[config.mk]
export PLATFORM = sky130hd
export DESIGN_NAME = fetch_stall_ctrl
export DESIGN_NICKNAME = d
export VERILOG_FILES = /design/src/rtl/cpu_pipe_pkg.sv /design/src/rtl/sat_counter.sv /design/src/rtl/fetch_stall_ctrl.sv
export SDC_FILE = /design/constraint.sdc
export NUM_CORES = 1
export LEC_CHECK = 0
export BUFFER_PORTS_ARGS = -buffer_cell sky130_fd_sc_hd__buf_2
export CAP_MARGIN = 25
export CORE_MARGIN = 2
export CORE_UTILIZATION = 35
export DETAILED_ROUTE_END_ITERATION = 8
export SLEW_MARGIN = 20
export SYNTH_ARGS = -nofsm -noshare
export SYNTH_HDL_FRONTEND = slang
export SYNTH_SLANG_ARGS = --single-unit
[constraint.sdc]
create_clock -name clk -period 2.85 [get_ports clk]
set_clock_uncertainty 0.15 [all_clocks]
set_input_delay 0.57 -clock clk [delete_from_list [all_inputs] [get_ports clk]]
set_output_delay 0.57 -clock clk [all_outputs]
set_load 0.05 [all_outputs]
[src/rtl/cpu_pipe_pkg.sv]
// Shared pipeline constants: reset PC, NOP encoding, fetch FSM states and
// the layout of the ID/EX control bundle.
package cpu_pipe_pkg;

   localparam logic [31:0] NOP_INSTR = 32'h0000_0000;
   localparam logic [31:0] RESET_PC  = 32'h0000_0000;

   localparam int unsigned CTRL_W       = 9;
   // Control bundle: EX [3:0], MEM [6:4], WB [8:7]
   localparam int unsigned CTRL_EX_LSB  = 0;
   localparam int unsigned CTRL_EX_W    = 4;
   localparam int unsigned CTRL_MEM_LSB = 4;
   localparam int unsigned CTRL_MEM_W   = 3;
   localparam int unsigned CTRL_WB_LSB  = 7;
   localparam int unsigned CTRL_WB_W    = 2;

   typedef enum logic [1:0] {
      ST_RUN   = 2'b00,
      ST_STALL = 2'b01,
      ST_FLUSH = 2'b10
   } state_e;

endpackage

[src/rtl/sat_counter.sv]
// Up-counter with enable and synchronous clear that sticks at all-ones.
module sat_counter #(
   parameter int unsigned WIDTH = 16
) (
   input  logic             clk_i,
   input  logic             clr_i,
   input  logic             en_i,
   output logic [WIDTH-1:0] cnt_o
);

   logic [WIDTH-1:0] cnt_q, cnt_d;

   always_comb begin
      cnt_d = cnt_q;
      if (en_i && (cnt_q != {WIDTH{1'b1}})) begin
         cnt_d = cnt_q + WIDTH'(1);
      end
   end

   always_ff @(posedge clk_i) begin
      if (clr_i) begin
         cnt_q <= '0;
      end else begin
         cnt_q <= cnt_d;
      end
   end

   assign cnt_o = cnt_q;

endmodule

[src/rtl/fetch_stall_ctrl.sv]
// PC, IF/ID and ID/EX-control registers driven by the hazard unit's stall
// signals and ID-stage branch redirects, with stall/flush statistics.
module fetch_stall_ctrl #(
   parameter int unsigned       DATA_W    = 32,
   parameter int unsigned       CTRL_W    = cpu_pipe_pkg::CTRL_W,
   parameter logic [DATA_W-1:0] RESET_PC  = cpu_pipe_pkg::RESET_PC,
   parameter int unsigned       MAX_STALL = 2,
   parameter int unsigned       CNT_W     = 16
) (
   input  logic              clk,
   input  logic              rst,
   input  logic              pc_write,
   input  logic              ifid_write,
   input  logic              hazard_mux,
   input  logic              branch_taken,
   input  logic [DATA_W-1:0] branch_target,
   input  logic [DATA_W-1:0] imem_instr,
   input  logic [CTRL_W-1:0] id_ctrl,
   output logic [DATA_W-1:0] pc,
   output logic [DATA_W-1:0] ifid_instr,
   output logic [DATA_W-1:0] ifid_pc4,
   output logic              ifid_valid,
   output logic [CTRL_W-1:0] idex_ctrl,
   output logic [1:0]        state,
   output logic [CNT_W-1:0]  stall_cnt,
   output logic [CNT_W-1:0]  flush_cnt,
   output logic              proto_err,
   output logic              stall_timeout
);

   import cpu_pipe_pkg::*;

   localparam int unsigned      RUN_W     = $clog2(MAX_STALL + 2);
   localparam logic [RUN_W-1:0] RUN_LIMIT = RUN_W'(MAX_STALL);

   logic              stall, flush;
   logic [DATA_W-1:0] pc_plus4;

   logic [DATA_W-1:0] pc_q, pc_d;
   logic [DATA_W-1:0] ifid_instr_q, ifid_instr_d;
   logic [DATA_W-1:0] ifid_pc4_q, ifid_pc4_d;
   logic              ifid_valid_q, ifid_valid_d;
   logic [CTRL_W-1:0] idex_ctrl_q, idex_ctrl_d;
   state_e            state_q, state_d;
   logic [RUN_W-1:0]  run_q, run_d;
   logic              timeout_q, timeout_d;
   logic              proto_q, proto_d;

   // A stalled branch has stale operands, so it is dropped until re-evaluated.
   assign stall    = ~pc_write;
   assign flush    = branch_taken & ~stall;
   assign pc_plus4 = pc_q + DATA_W'(4);

   always_comb begin
      pc_d         = pc_q;
      ifid_instr_d = ifid_instr_q;
      ifid_pc4_d   = ifid_pc4_q;
      ifid_valid_d = ifid_valid_q;
      state_d      = ST_RUN;
      run_d        = '0;
      timeout_d    = timeout_q;

      if (!stall) begin
         pc_d = branch_taken ? branch_target : pc_plus4;
      end

      if (ifid_write) begin
         if (branch_taken) begin
            ifid_instr_d = DATA_W'(NOP_INSTR);
            ifid_pc4_d   = '0;
            ifid_valid_d = 1'b0;
         end else begin
            ifid_instr_d = imem_instr;
            ifid_pc4_d   = pc_plus4;
            ifid_valid_d = 1'b1;
         end
      end

      idex_ctrl_d = (hazard_mux || !ifid_valid_q) ? '0 : id_ctrl;

      if (stall) begin
         state_d = ST_STALL;
      end else if (flush) begin
         state_d = ST_FLUSH;
      end

      // Counts consecutive stalls; holds at the limit once the timeout is flagged.
      if (stall) begin
         run_d = (run_q == RUN_LIMIT) ? run_q : run_q + RUN_W'(1);
         if (run_q >= RUN_LIMIT) begin
            timeout_d = 1'b1;
         end
      end

      proto_d = proto_q | (pc_write != ifid_write) | (hazard_mux == pc_write);
   end

   always_ff @(posedge clk) begin
      if (rst) begin
         pc_q         <= RESET_PC;
         ifid_instr_q <= DATA_W'(NOP_INSTR);
         ifid_pc4_q   <= '0;
         ifid_valid_q <= 1'b0;
         idex_ctrl_q  <= '0;
         state_q      <= ST_RUN;
         run_q        <= '0;
         timeout_q    <= 1'b0;
         proto_q      <= 1'b0;
      end else begin
         pc_q         <= pc_d;
         ifid_instr_q <= ifid_instr_d;
         ifid_pc4_q   <= ifid_pc4_d;
         ifid_valid_q <= ifid_valid_d;
         idex_ctrl_q  <= idex_ctrl_d;
         state_q      <= state_d;
         run_q        <= run_d;
         timeout_q    <= timeout_d;
         proto_q      <= proto_d;
      end
   end

   sat_counter #(
      .WIDTH(CNT_W)
   ) u_stall_cnt (
      .clk_i(clk),
      .clr_i(rst),
      .en_i (stall),
      .cnt_o(stall_cnt)
   );

   sat_counter #(
      .WIDTH(CNT_W)
   ) u_flush_cnt (
      .clk_i(clk),
      .clr_i(rst),
      .en_i (flush),
      .cnt_o(flush_cnt)
   );

   assign pc            = pc_q;
   assign ifid_instr    = ifid_instr_q;
   assign ifid_pc4      = ifid_pc4_q;
   assign ifid_valid    = ifid_valid_q;
   assign idex_ctrl     = idex_ctrl_q;
   assign state         = state_q;
   assign proto_err     = proto_q;
   assign stall_timeout = timeout_q;

endmodule

==> results.yml <==
layout:
  syn2layout_area_growth_pct: 28.5
  drive_above_1_share_pct: 29.4
  antenna_cells: 0
  nNetsFinal: 1068
yosys:
  syn_inst: 788
  ys_seq_area_share_pct: 42.5
  synth-async-reset-ratio_pct: 0
  synth_nets: 871
  ys_types: 68
  synth_ff_type: "dfxtp_1"
  ys_ff_latch: 144
  yosysWarnings: 0
  syn_area_um2: 6780
  avgSynthCellArea_um2: 8.60
  synth-edff-count: 0
timing:
  tightest_slew_ns: 0.698
  relSlewSlack_pct: 53.4
  setup-violations-final: 0
  fin_tns_setup_ns: 0
  finalWorstPathRequiredPeriod_ns: 2.30
  max_freq_mhz: 434
  maxSlewViolCount: 0
  finalCritPeriodShare_pct: 80.8
  final_hold_viol_count: 0
  fin_ws_ns: 0.547
  holdWs_ns: 0.198
  rsz0062_at_grt: "no"
clocking:
  cts_setup_buffers: 0
  cts.clk_slew.worst_paths_ns: 0.06
  tritoncts.num_buffers: 17
  cts-resized-gates: 0
  root_buffer: "clkbuf_16"
  clock_path_buffers: 2
  cts.sinks: 144
  cts_hold_buf: 0
  clk_latency_ns: 0.42
  htree_levels: 4
  cts_tree: "done"
floorplan:
  start_util_pct: 36.0
  num_rows: 50
  dieHeight_um: 143
  fp.dieArea_um2: 20500
  coreArea_um2: 18800
  die_width_um: 143
  io_pins: 221
placed_design:
  dp_slack_ns: 0.283
  dpl.hpwl_mm: 15.3
  gp_congestion: 0.837
  port_buffers: 220
power:
  p_leak_nw: 3.64
  combPwrFrac_pct: 13.2
  sequentialPowerShare_pct: 44.6
  p_int_w: 0.00344
  power_density_nw_per_um2: 556
  sw_frac_of_total_pct: 28.9
  peakVddDrop_uv: 400
  clkPwrFrac_pct: 42.2
  p_sw_w: 0.00140
setup_path:
  arrival_ns: 2.50
  cpPeakStageDelay_ns: 0.50
  crit_fanout: 17
  worstSetupPathType: "reg -> reg"
  slowest_stage: "or4_1"
  required_ns: 3.05
  worst_setup_path_end_kind: "flop"
  crit_chain: "ha_1 -> and3_1 -> nand4_1 -> buf_4 -> or4_1 -> a31oi_1"
  critPathLaunchType: "flop"
grt:
  grt_overflow_total: 0
  antenna_found_initial: 0
  grt_max_degree: 85
  grt_pass1_wl_mm: 33.2
  grt.total_usage_pct: 20.6
  grt_pass1_vias: 6125
drt:
  drt_pass1_iterations: 5
  drcViolationCount: 0
  vias_per_cell: 5.50
  wl_per_cell_um: 17.2
  vias: 6914
  drt-initial-drc-count: 479
  drt_wl_total_mm: 21.7
  ant_nets: 0
run:
  cap_violations: 0
hold_path:
  worstHoldPathType: "in -> reg"
status:
  status: "finished, final reports clean"
==> logic make-up (layout without fill, tap and decap cells) <==
logic type,count (synthesis),after routing,share of synthesized area (%)
flops,144,144,42.5
mux,13,13,2.05
compound gates,224,224,23.8
simple gates,310,310,24.6
fa+ha+maj,4,4,0.738
buf+inv,84,294,5.11
xor+xnor,9,9,1.16
==> flip-flops by register name, indices dropped and copies added (netlist names) <==
signal	count
ifid_instr	32
ifid_pc4	32
pc	32
u_flush_cnt.cnt_o	16
u_stall_cnt.cnt_o	16
idex_ctrl	9
run_q	2
state	2
ifid_valid	1
proto_err	1
stall_timeout	1
==> stage by stage <==
step,std cells,instance area (um^2),utilization (%),power (W)
finish,1258,8710,46.3,0.00484
floorplan,788,6780,-,0.00263
global placement,1226,8170,43.4,0.00284
global route,1258,8710,46.3,0.00502
CTS,1258,8710,46.3,0.00489
detailed placement,1226,8170,43.4,0.00284
==> layout by cell type, fill, tap and decap left out, types with 13 or more instances in the layout <==
cell / n
buf_2: 220
nor4_1: 14
buf_4: 21
nor2_1: 62
or4_1: 16
a21oi_1: 43
nor3_1: 16
dfxtp_1: 144
inv_1: 15
nand2_1: 61
a22o_1: 36
o311ai_0: 17
nand4_1: 28
a22oi_1: 15
o21ai_0: 27
clkbuf_16: 17
a31oi_1: 13
nand3_1: 37
==> critical path: cells and delay by family (launching register included) <==
family | cells | cell delay (ns)
buf+inv | 1 | 0.23
fa+ha+maj | 1 | 0.31
simple gates | 3 | 0.90
flops | 1 | 0.48
compound gates | 1 | 0.17
==> path summary, 6_finish.rpt <==
kind,from,endpoint,slack (ns),cells after the start
setup / recovery,pc[2]$_SDFFE_PP0P_,pc[18]$_SDFFE_PP0P_,0.55,6
hold / removal,id_ctrl[1],idex_ctrl[1]$_SDFF_PP0_,0.20,2
setup reg to reg,pc[2]$_SDFFE_PP0P_,pc[18]$_SDFFE_PP0P_,0.55,6
hold reg to reg,ifid_pc4[22]$_SDFFE_PP0P_,ifid_pc4[22]$_SDFFE_PP0P_,0.29,2
==> power by group through the flow <==
| stage | clock network (W) | logic, W | registers (W) |
|---|---|---|---|
| 5_1_grt | 0.00217 | 0.000682 | 0.00217 |
| 2_1_floorplan | 0 | 0.000235 | 0.00239 |
| 3_3_place_gp | 0 | 0.000639 | 0.00220 |
| 4_1_cts | 0.00209 | 0.000643 | 0.00216 |
| 6_report | 0.00204 | 0.000641 | 0.00216 |
| 3_5_place_dp | 0 | 0.000642 | 0.00220 |
==> cell usage after synthesis (4+ instances only) <==
| cell | n | share of area [%] |
|---|---|---|
| inv_1 | 15 | 0.83 |
| a221o_1 | 5 | 0.74 |
| or4_1 | 16 | 1.8 |
| o211ai_1 | 10 | 1.1 |
| a211oi_1 | 7 | 0.78 |
| and4_1 | 7 | 0.90 |
| o21ai_0 | 27 | 2.0 |
| nand2b_1 | 5 | 0.46 |
| nand2_1 | 61 | 3.4 |
| nand3_1 | 37 | 2.7 |
| mux2i_1 | 6 | 0.89 |
| mux2_2 | 7 | 1.2 |
| o311ai_0 | 17 | 2.2 |
| clkbuf_1 | 40 | 2.2 |
| a22oi_1 | 15 | 1.7 |
| o221ai_1 | 4 | 0.52 |
| a311oi_1 | 4 | 0.52 |
| nor3_1 | 16 | 1.2 |
| buf_1 | 11 | 0.61 |
| dfxtp_1 | 144 | 43 |
| buf_2 | 11 | 0.81 |
| nor4_1 | 14 | 1.3 |
| and2_1 | 11 | 1.0 |
| a31oi_1 | 13 | 1.2 |
| o41ai_1 | 4 | 0.52 |
| a22o_1 | 36 | 4.7 |
| o31ai_1 | 12 | 1.3 |
| nor2_1 | 63 | 3.5 |
| and3_1 | 12 | 1.1 |
| a21oi_1 | 43 | 3.2 |
| nor2b_1 | 12 | 1.1 |
| or3_1 | 8 | 0.74 |
| xnor2_1 | 6 | 0.78 |
| ha_1 | 4 | 0.74 |
| nand4_1 | 28 | 2.6 |
| a32oi_1 | 4 | 0.52 |
==> layer usage <==
metal  GRT usage [%]  routed length, um  vias to the layer above
li1                -                  -                     3398
met1            27.2               9610                     3267
met2            33.6              10400                      227
met3            4.19               1370                       22
met4            6.62                296                        0
met5               0                  0                        -
==> cell type report <==
class	count	area, um^2
clock buffers	22	474
clock inverters	10	62.6
fillers	1845	10100
inverters	17	63.8
multi-input cells	560	3560
flip-flops and latches	144	2880
well taps	260	325
repair buffers	245	1340
Note: power is estimated with default switching activity, not from simulation.
